==> src/rtl/note_arbiter_if.sv <==
// Note-source / tone-output bundle between the piano note sources and the arbiter.
interface note_arbiter_if;
  logic [2:0] req;
  logic [3:0] note_l;
  logic [3:0] note_a1;
  logic [3:0] note_a2;
  logic [2:0] grant;
  logic [3:0] note_out;
  logic       gate;
  logic       busy;

  modport master (
    output req, note_l, note_a1, note_a2,
    input  grant, note_out, gate, busy
  );

  modport slave (
    input  req, note_l, note_a1, note_a2,
    output grant, note_out, gate, busy
  );
endinterface

==> src/rtl/note_arbiter.sv <==
// Grants the single tone output to lesson / auto1 / auto2 with a minimum note hold
// and a silent articulation gap between consecutive notes.
module note_arbiter #(
  parameter int unsigned MIN_HOLD = 5_000_000,
  parameter int unsigned GAP_CYC  = 1_000_000,
  parameter int unsigned CNT_W    = 23
) (
  input  logic           CLK,
  input  logic           RESET,
  note_arbiter_if.slave  bus
);

  localparam logic [CNT_W-1:0] HOLD_LAST = CNT_W'(MIN_HOLD - 1);
  localparam logic [CNT_W-1:0] GAP_LAST  = CNT_W'(GAP_CYC - 1);
  localparam logic [CNT_W-1:0] CNT_ONE   = CNT_W'(1);

  typedef enum logic [1:0] {
    S_IDLE,
    S_HOLD,
    S_SUSTAIN,
    S_GAP
  } state_t;

  state_t           r_state, w_state_nxt;
  logic [CNT_W-1:0] r_cnt, w_cnt_nxt;
  logic             r_rr, w_rr_nxt;
  logic [3:0]       r_own_note, w_own_note_nxt;
  logic [2:0]       r_grant, w_grant_nxt;
  logic [3:0]       r_note_out, w_note_out_nxt;
  logic             r_gate, w_gate_nxt;
  logic             r_busy, w_busy_nxt;

  logic [2:0]       w_valid;
  logic [2:0]       w_pick;
  logic [3:0]       w_pick_note;
  logic             w_owner_valid;
  logic [3:0]       w_owner_note;
  logic             w_release;
  logic             w_start;
  logic             w_to_gap;

  // A request carrying a rest code counts as no request.
  assign w_valid[0] = bus.req[0] && (bus.note_l  != 4'd0) && (bus.note_l  <= 4'd8);
  assign w_valid[1] = bus.req[1] && (bus.note_a1 != 4'd0) && (bus.note_a1 <= 4'd8);
  assign w_valid[2] = bus.req[2] && (bus.note_a2 != 4'd0) && (bus.note_a2 <= 4'd8);

  // Lesson first; the two autos alternate through r_rr (0 = auto1 preferred).
  always_comb begin
    w_pick      = 3'b000;
    w_pick_note = 4'd0;
    if (w_valid[0]) begin
      w_pick = 3'b001;
    end else if (w_valid[1] && w_valid[2]) begin
      w_pick = r_rr ? 3'b100 : 3'b010;
    end else if (w_valid[1]) begin
      w_pick = 3'b010;
    end else if (w_valid[2]) begin
      w_pick = 3'b100;
    end
    if (w_pick[0]) w_pick_note = bus.note_l;
    if (w_pick[1]) w_pick_note = bus.note_a1;
    if (w_pick[2]) w_pick_note = bus.note_a2;
  end

  // Current owner's live request, used to decide when the held note must end.
  always_comb begin
    w_owner_note = 4'd0;
    if (r_grant[0]) w_owner_note = bus.note_l;
    if (r_grant[1]) w_owner_note = bus.note_a1;
    if (r_grant[2]) w_owner_note = bus.note_a2;
  end

  assign w_owner_valid = |(r_grant & w_valid);
  assign w_release     = !w_owner_valid
                       || (w_owner_note != r_own_note)
                       || (w_valid[0] && !r_grant[0]);

  always_comb begin
    w_state_nxt    = r_state;
    w_cnt_nxt      = r_cnt;
    w_rr_nxt       = r_rr;
    w_own_note_nxt = r_own_note;
    w_grant_nxt    = r_grant;
    w_note_out_nxt = r_note_out;
    w_gate_nxt     = r_gate;
    w_busy_nxt     = r_busy;
    w_start        = 1'b0;
    w_to_gap       = 1'b0;

    case (r_state)
      S_IDLE: begin
        if (|w_valid) w_start = 1'b1;
      end
      S_HOLD: begin
        // The sustain decision is taken on the last hold cycle so the note sounds exactly MIN_HOLD.
        if (r_cnt == HOLD_LAST) begin
          if (w_release) begin
            w_to_gap = 1'b1;
          end else begin
            w_state_nxt = S_SUSTAIN;
            w_cnt_nxt   = '0;
          end
        end else begin
          w_cnt_nxt = r_cnt + CNT_ONE;
        end
      end
      S_SUSTAIN: begin
        if (w_release) w_to_gap = 1'b1;
      end
      S_GAP: begin
        if (r_cnt == GAP_LAST) begin
          if (|w_valid) begin
            w_start = 1'b1;
          end else begin
            w_state_nxt = S_IDLE;
            w_cnt_nxt   = '0;
            w_grant_nxt = 3'b000;
          end
        end else begin
          w_cnt_nxt = r_cnt + CNT_ONE;
        end
      end
      default: begin
        w_state_nxt    = S_IDLE;
        w_cnt_nxt      = '0;
        w_grant_nxt    = 3'b000;
        w_note_out_nxt = 4'd0;
        w_gate_nxt     = 1'b0;
      end
    endcase

    if (w_start) begin
      w_state_nxt    = S_HOLD;
      w_cnt_nxt      = '0;
      w_grant_nxt    = w_pick;
      w_own_note_nxt = w_pick_note;
      w_note_out_nxt = w_pick_note;
      w_gate_nxt     = 1'b1;
      if (w_pick[1]) w_rr_nxt = 1'b1;
      if (w_pick[2]) w_rr_nxt = 1'b0;
    end

    // Grant stays with the outgoing owner through the gap.
    if (w_to_gap) begin
      w_state_nxt    = S_GAP;
      w_cnt_nxt      = '0;
      w_note_out_nxt = 4'd0;
      w_gate_nxt     = 1'b0;
    end

    w_busy_nxt = (w_state_nxt != S_IDLE);
  end

  always_ff @(posedge CLK) begin
    if (!RESET) begin
      r_state    <= S_IDLE;
      r_cnt      <= '0;
      r_rr       <= 1'b0;
      r_own_note <= 4'd0;
      r_grant    <= 3'b000;
      r_note_out <= 4'd0;
      r_gate     <= 1'b0;
      r_busy     <= 1'b0;
    end else begin
      r_state    <= w_state_nxt;
      r_cnt      <= w_cnt_nxt;
      r_rr       <= w_rr_nxt;
      r_own_note <= w_own_note_nxt;
      r_grant    <= w_grant_nxt;
      r_note_out <= w_note_out_nxt;
      r_gate     <= w_gate_nxt;
      r_busy     <= w_busy_nxt;
    end
  end

  assign bus.grant    = r_grant;
  assign bus.note_out = r_note_out;
  assign bus.gate     = r_gate;
  assign bus.busy     = r_busy;

endmodule

==> src/flat_wrapper.sv <==
// flat-port wrapper written by rule: the top's interface ports become plain ports
module note_arbiter_flat 
#(
  parameter int unsigned MIN_HOLD = 5_000_000,
  parameter int unsigned GAP_CYC  = 1_000_000,
  parameter int unsigned CNT_W    = 23
)
  (CLK, RESET, bus_req, bus_note_l, bus_note_a1, bus_note_a2, bus_grant, bus_note_out, bus_gate, bus_busy);
  note_arbiter_if bus_i ();
  input  logic CLK;
  input  logic RESET;
  input wire logic [$bits(bus_i.req)-1:0] bus_req;
  input wire logic [$bits(bus_i.note_l)-1:0] bus_note_l;
  input wire logic [$bits(bus_i.note_a1)-1:0] bus_note_a1;
  input wire logic [$bits(bus_i.note_a2)-1:0] bus_note_a2;
  output wire logic [$bits(bus_i.grant)-1:0] bus_grant;
  output wire logic [$bits(bus_i.note_out)-1:0] bus_note_out;
  output wire logic [$bits(bus_i.gate)-1:0] bus_gate;
  output wire logic [$bits(bus_i.busy)-1:0] bus_busy;
  assign bus_i.req = bus_req;
  assign bus_i.note_l = bus_note_l;
  assign bus_i.note_a1 = bus_note_a1;
  assign bus_i.note_a2 = bus_note_a2;
  assign bus_grant = bus_i.grant;
  assign bus_note_out = bus_i.note_out;
  assign bus_gate = bus_i.gate;
  assign bus_busy = bus_i.busy;
  note_arbiter #(.MIN_HOLD(MIN_HOLD), .GAP_CYC(GAP_CYC), .CNT_W(CNT_W)) u_core (.CLK(CLK), .RESET(RESET), .bus(bus_i));
endmodule
==> config.mk <==
export PLATFORM = sky130hd
export DESIGN_NAME = note_arbiter_flat
export DESIGN_NICKNAME = d
export VERILOG_FILES = /design/src/rtl/note_arbiter_if.sv /design/src/rtl/note_arbiter.sv /design/src/flat_wrapper.sv
export SDC_FILE = /design/constraint.sdc
export NUM_CORES = 1
export LEC_CHECK = 0
export CAP_MARGIN = 40
export CORE_AREA = 2 2 93 95
export CTS_BUF_LIST = sky130_fd_sc_hd__clkbuf_2
export CTS_CLUSTER_SIZE = 16
export DETAILED_ROUTE_END_ITERATION = 8
export DIE_AREA = 0 0 95 97
export PLACE_DENSITY = 0.51
export SLEW_MARGIN = 20
export SYNTH_ARGS = -nofsm -noshare
export SYNTH_HDL_FRONTEND = slang
export SYNTH_SLANG_ARGS = --single-unit
==> constraint.sdc <==
create_clock -name CLK -period 3.9 [get_ports CLK]
set_input_delay 0.975 -clock CLK [delete_from_list [all_inputs] [get_ports CLK]]
set_output_delay 0.975 -clock CLK [all_outputs]
set_load 0.01 [all_outputs]
==> results.yml, run 1 <==
setup_path:
  critPathCapture: "u_core.r_cnt[4]"
  critPathKind: "in2reg"
  worstReg2RegStart: "u_core.r_cnt[0]"
  arrival_ns: 3.83
  cp-start-kind: "input port"
  rr_worst_depth: 7
  cp_max_fo: 22
  worstSetupEndpointType: "flip-flop"
  crit_chain: "clkdlybuf4s50_1 > o31ai_1 > and3_1 > a211oi_1 > or3_2 > o2111a_1 > or3_4 > o21ba_2"
  rr_endpoint: "u_core.r_cnt[4]"
  cp_slowest_cell: "or3_2"
  reg2reg_setup_slack_ns: 1.33
  required_ns: 4.31
  cp-startpoint: "bus_note_l[2]"
  max_stage_delay_ns: 0.57
floorplan:
  dieArea_sq_um: 9220
  core-area_sq_um: 8130
  rows: 33
  start_util: 0.293
  die_w_um: 95
  die-height_um: 97
  pin_count: 26
logic_synthesis:
  syn-cell-area_sq_um: 2390
  synthArstFlopShare: 0
  netlist_instances: 278
  synth_seq_area_share: 0.327
  synth_edf_count: 0
  synth_flop_cell: "dfxtp_1"
  yosys_warnings: 0
  syn-num-nets: 300
  avgSynthCellArea_sq_um: 8.59
  ys_types: 62
  yosys_register_bits: 39
clock_tree:
  cts.path.max_buffers: 2
  cts_tree: "yes"
  root_buffer: "clkbuf_2"
  post_cts_buffers: 0
  clk_pin_slew_ns: 0.26
  cts_hold_buf: 0
  cts_buffers: 5
  cts.repair.resized: 0
  cts_sinks: 39
  clk_latency_ns: 0.43
  cts-htree-levels: 2
placement:
  io_buffers: 25
  place_hpwl_um: 4410
  gp_congestion: 0.820
  dp_slack_ns: 0.0170
detailed_routing:
  drt_iter0_markers: 79
  vias: 2121
  drc_errors: 0
  drt-vias-per-instance: 5.12
  ant_nets: 0
  drt_first_pass_iters: 4
  avgRoutedWirePerCell_um: 14.0
  finalWirelength_um: 5800
sta:
  fin_setup_tns_ns: 0
  skew_ns: 0.0358
  period_share: 0.878
  tightest_slew_ns: 0.639
  finalHoldViolCount: 0
  finalSetupViolCount: 0
  max_slew_margin: 0.571
  min_period_ns: 3.42
  rsz0062_at_grt: "no"
  maxSlewViolCount: 0
  layout_setup_ws_ns: 0.477
  max_freq_mhz: 292
grt:
  grt-ovfl-total: 0
  first_global_vias: 2070
  grt_max_degree: 23
  grt_pass1_wl_um: 9730
  grt_usage: 0.130
  antenna_found_initial: 0
finish:
  fin_nets: 330
  final_layout_size_suffix_gt1_frac: 0.126
  diodes: 0
  area_growth_pct: 18.3
power_and_ir_drop:
  p_leak_nw: 0.933
  p_per_area_nw_per_um2: 314
  ir_worst_vdd_uv: 153
min_path:
  min_from: "u_core.bus.note_out[1]"
  hold_class: "reg2reg"
flow_run:
  drv_cap: 0
outcome:
  status: "completed"
==> cell usage in the layout, fill, tap and decap left out, types with 3 or more instances in the layout <==
master	n
clkdlybuf4s50_1	25
nor2_1	29
xor2_1	18
nand4_1	9
or3_1	3
a22oi_1	3
or2_2	3
o31ai_1	4
dfxtp_1	39
o21ai_0	11
nor2b_1	6
nand2_1	22
ha_1	5
o21a_1	6
a41oi_1	7
a21oi_1	3
inv_1	7
nand2b_1	5
nand3_1	15
xnor2_1	5
and4_1	3
and3_1	4
a31oi_1	3
nor3_1	8
clkbuf_2	5
nor4_1	4
buf_4	9
a21oi_2	3
==> area by class of cell <==
class / instances / area, sq um
fillers: 860 / 5310
multi-input cells: 221 / 1520
flip-flops and latches: 39 / 781
repair buffers: 34 / 318
well taps: 105 / 131
inverters: 7 / 26.3
clock buffers: 5 / 25.0
clock inverters: 3 / 23.8
==> sequential cells by signal, indices dropped and copies added, names as in the netlist <==
register,count
u_core.r_state,2
u_core.bus.note_out,4
u_core.r_rr,1
u_core.r_cnt,23
u_core.bus.gate,1
u_core.bus.busy,1
u_core.bus.grant,3
u_core.r_own_note,4
==> report_power, final <==
| group | total, W | internal [W] | leakage [nW] | switching, W |
|---|---|---|---|---|
| Clock | 0.000201 | 0.0000459 | 0.0256 | 0.000155 |
| Combinational | 0.000233 | 0.000116 | 0.590 | 0.000118 |
| Sequential | 0.000452 | 0.000423 | 0.317 | 0.0000290 |
==> cell usage after synthesis (4+ instances only) <==
master | number | share of area
and3_1 | 4 | 0.010
inv_1 | 7 | 0.011
nor4_1 | 4 | 0.010
clkbuf_1 | 5 | 0.0079
a41oi_1 | 7 | 0.026
nand2b_1 | 5 | 0.013
nor3_1 | 9 | 0.019
nand2_1 | 22 | 0.035
nor2b_1 | 6 | 0.016
nand4_1 | 9 | 0.024
xor2_1 | 18 | 0.066
nand3_1 | 15 | 0.031
o21a_1 | 6 | 0.019
dfxtp_1 | 39 | 0.33
o21ai_0 | 11 | 0.023
nor2_1 | 29 | 0.046
ha_1 | 5 | 0.026
xnor2_1 | 5 | 0.018
o31ai_1 | 4 | 0.013
==> per-layer routing <==
metal | routed length [um] | track usage
met1 | 2860 | 0.176
met2 | 2690 | 0.207
met3 | 195 | 0.0312
met4 | 58 | 0.0334
met5 | 0 | 0
==> kinds of logic after synthesis <==
group	after synthesis	synth area share
flip-flops	39	0.327
XOR/XNOR	23	0.0844
AND/OR/NAND/NOR	131	0.308
adder cells (fa/ha/maj)	5	0.0262
buffers and inverters	18	0.0388
AO/OA/AOI/OAI	62	0.215
==> how the worst min path moves through the flow <==
| stage | endpoint | slack (ns) | depth (start not counted) |
|---|---|---|---|
| after CTS | u_core.bus.note_out[1] | 0.50 | 1 |
| after global routing | u_core.bus.note_out[1] | 0.51 | 1 |
| final | u_core.bus.note_out[1] | 0.49 | 1 |
| after floorplan | u_core.r_cnt[1] | 0.48 | 2 |
| after global placement | u_core.bus.note_out[0] | 0.45 | 1 |
| after detailed placement | u_core.bus.note_out[2] | 0.45 | 1 |
==> critical path: cells and delay by family <==
family          cells  cell delay (ns)
simple gates        3             1.44
compound gates      4             0.91
buf+inv             1             0.49
==> per-stage QoR <==
step	hold slack [ns]	util	total power, W	std cells	instance area, sq um
floorplan	0.479	-	0.000606	278	2390
global placement	0.450	0.341	0.000694	406	2780
detailed placement	0.453	0.341	0.000694	406	2780
CTS	0.499	0.347	0.000900	414	2820
global route	0.510	0.347	0.000942	414	2820
finish	0.493	0.347	0.000886	414	2820
(Power assumes the default switching activity.)
==> inputs of run 2 (changes only) <==
SETUP_SLACK_MARGIN = 0.3   (was default)
SKIP_LAST_GASP = 1   (was default)
==> results of run 2 <==
No change in the layout: final DEF, timing and power equal those of run 1.
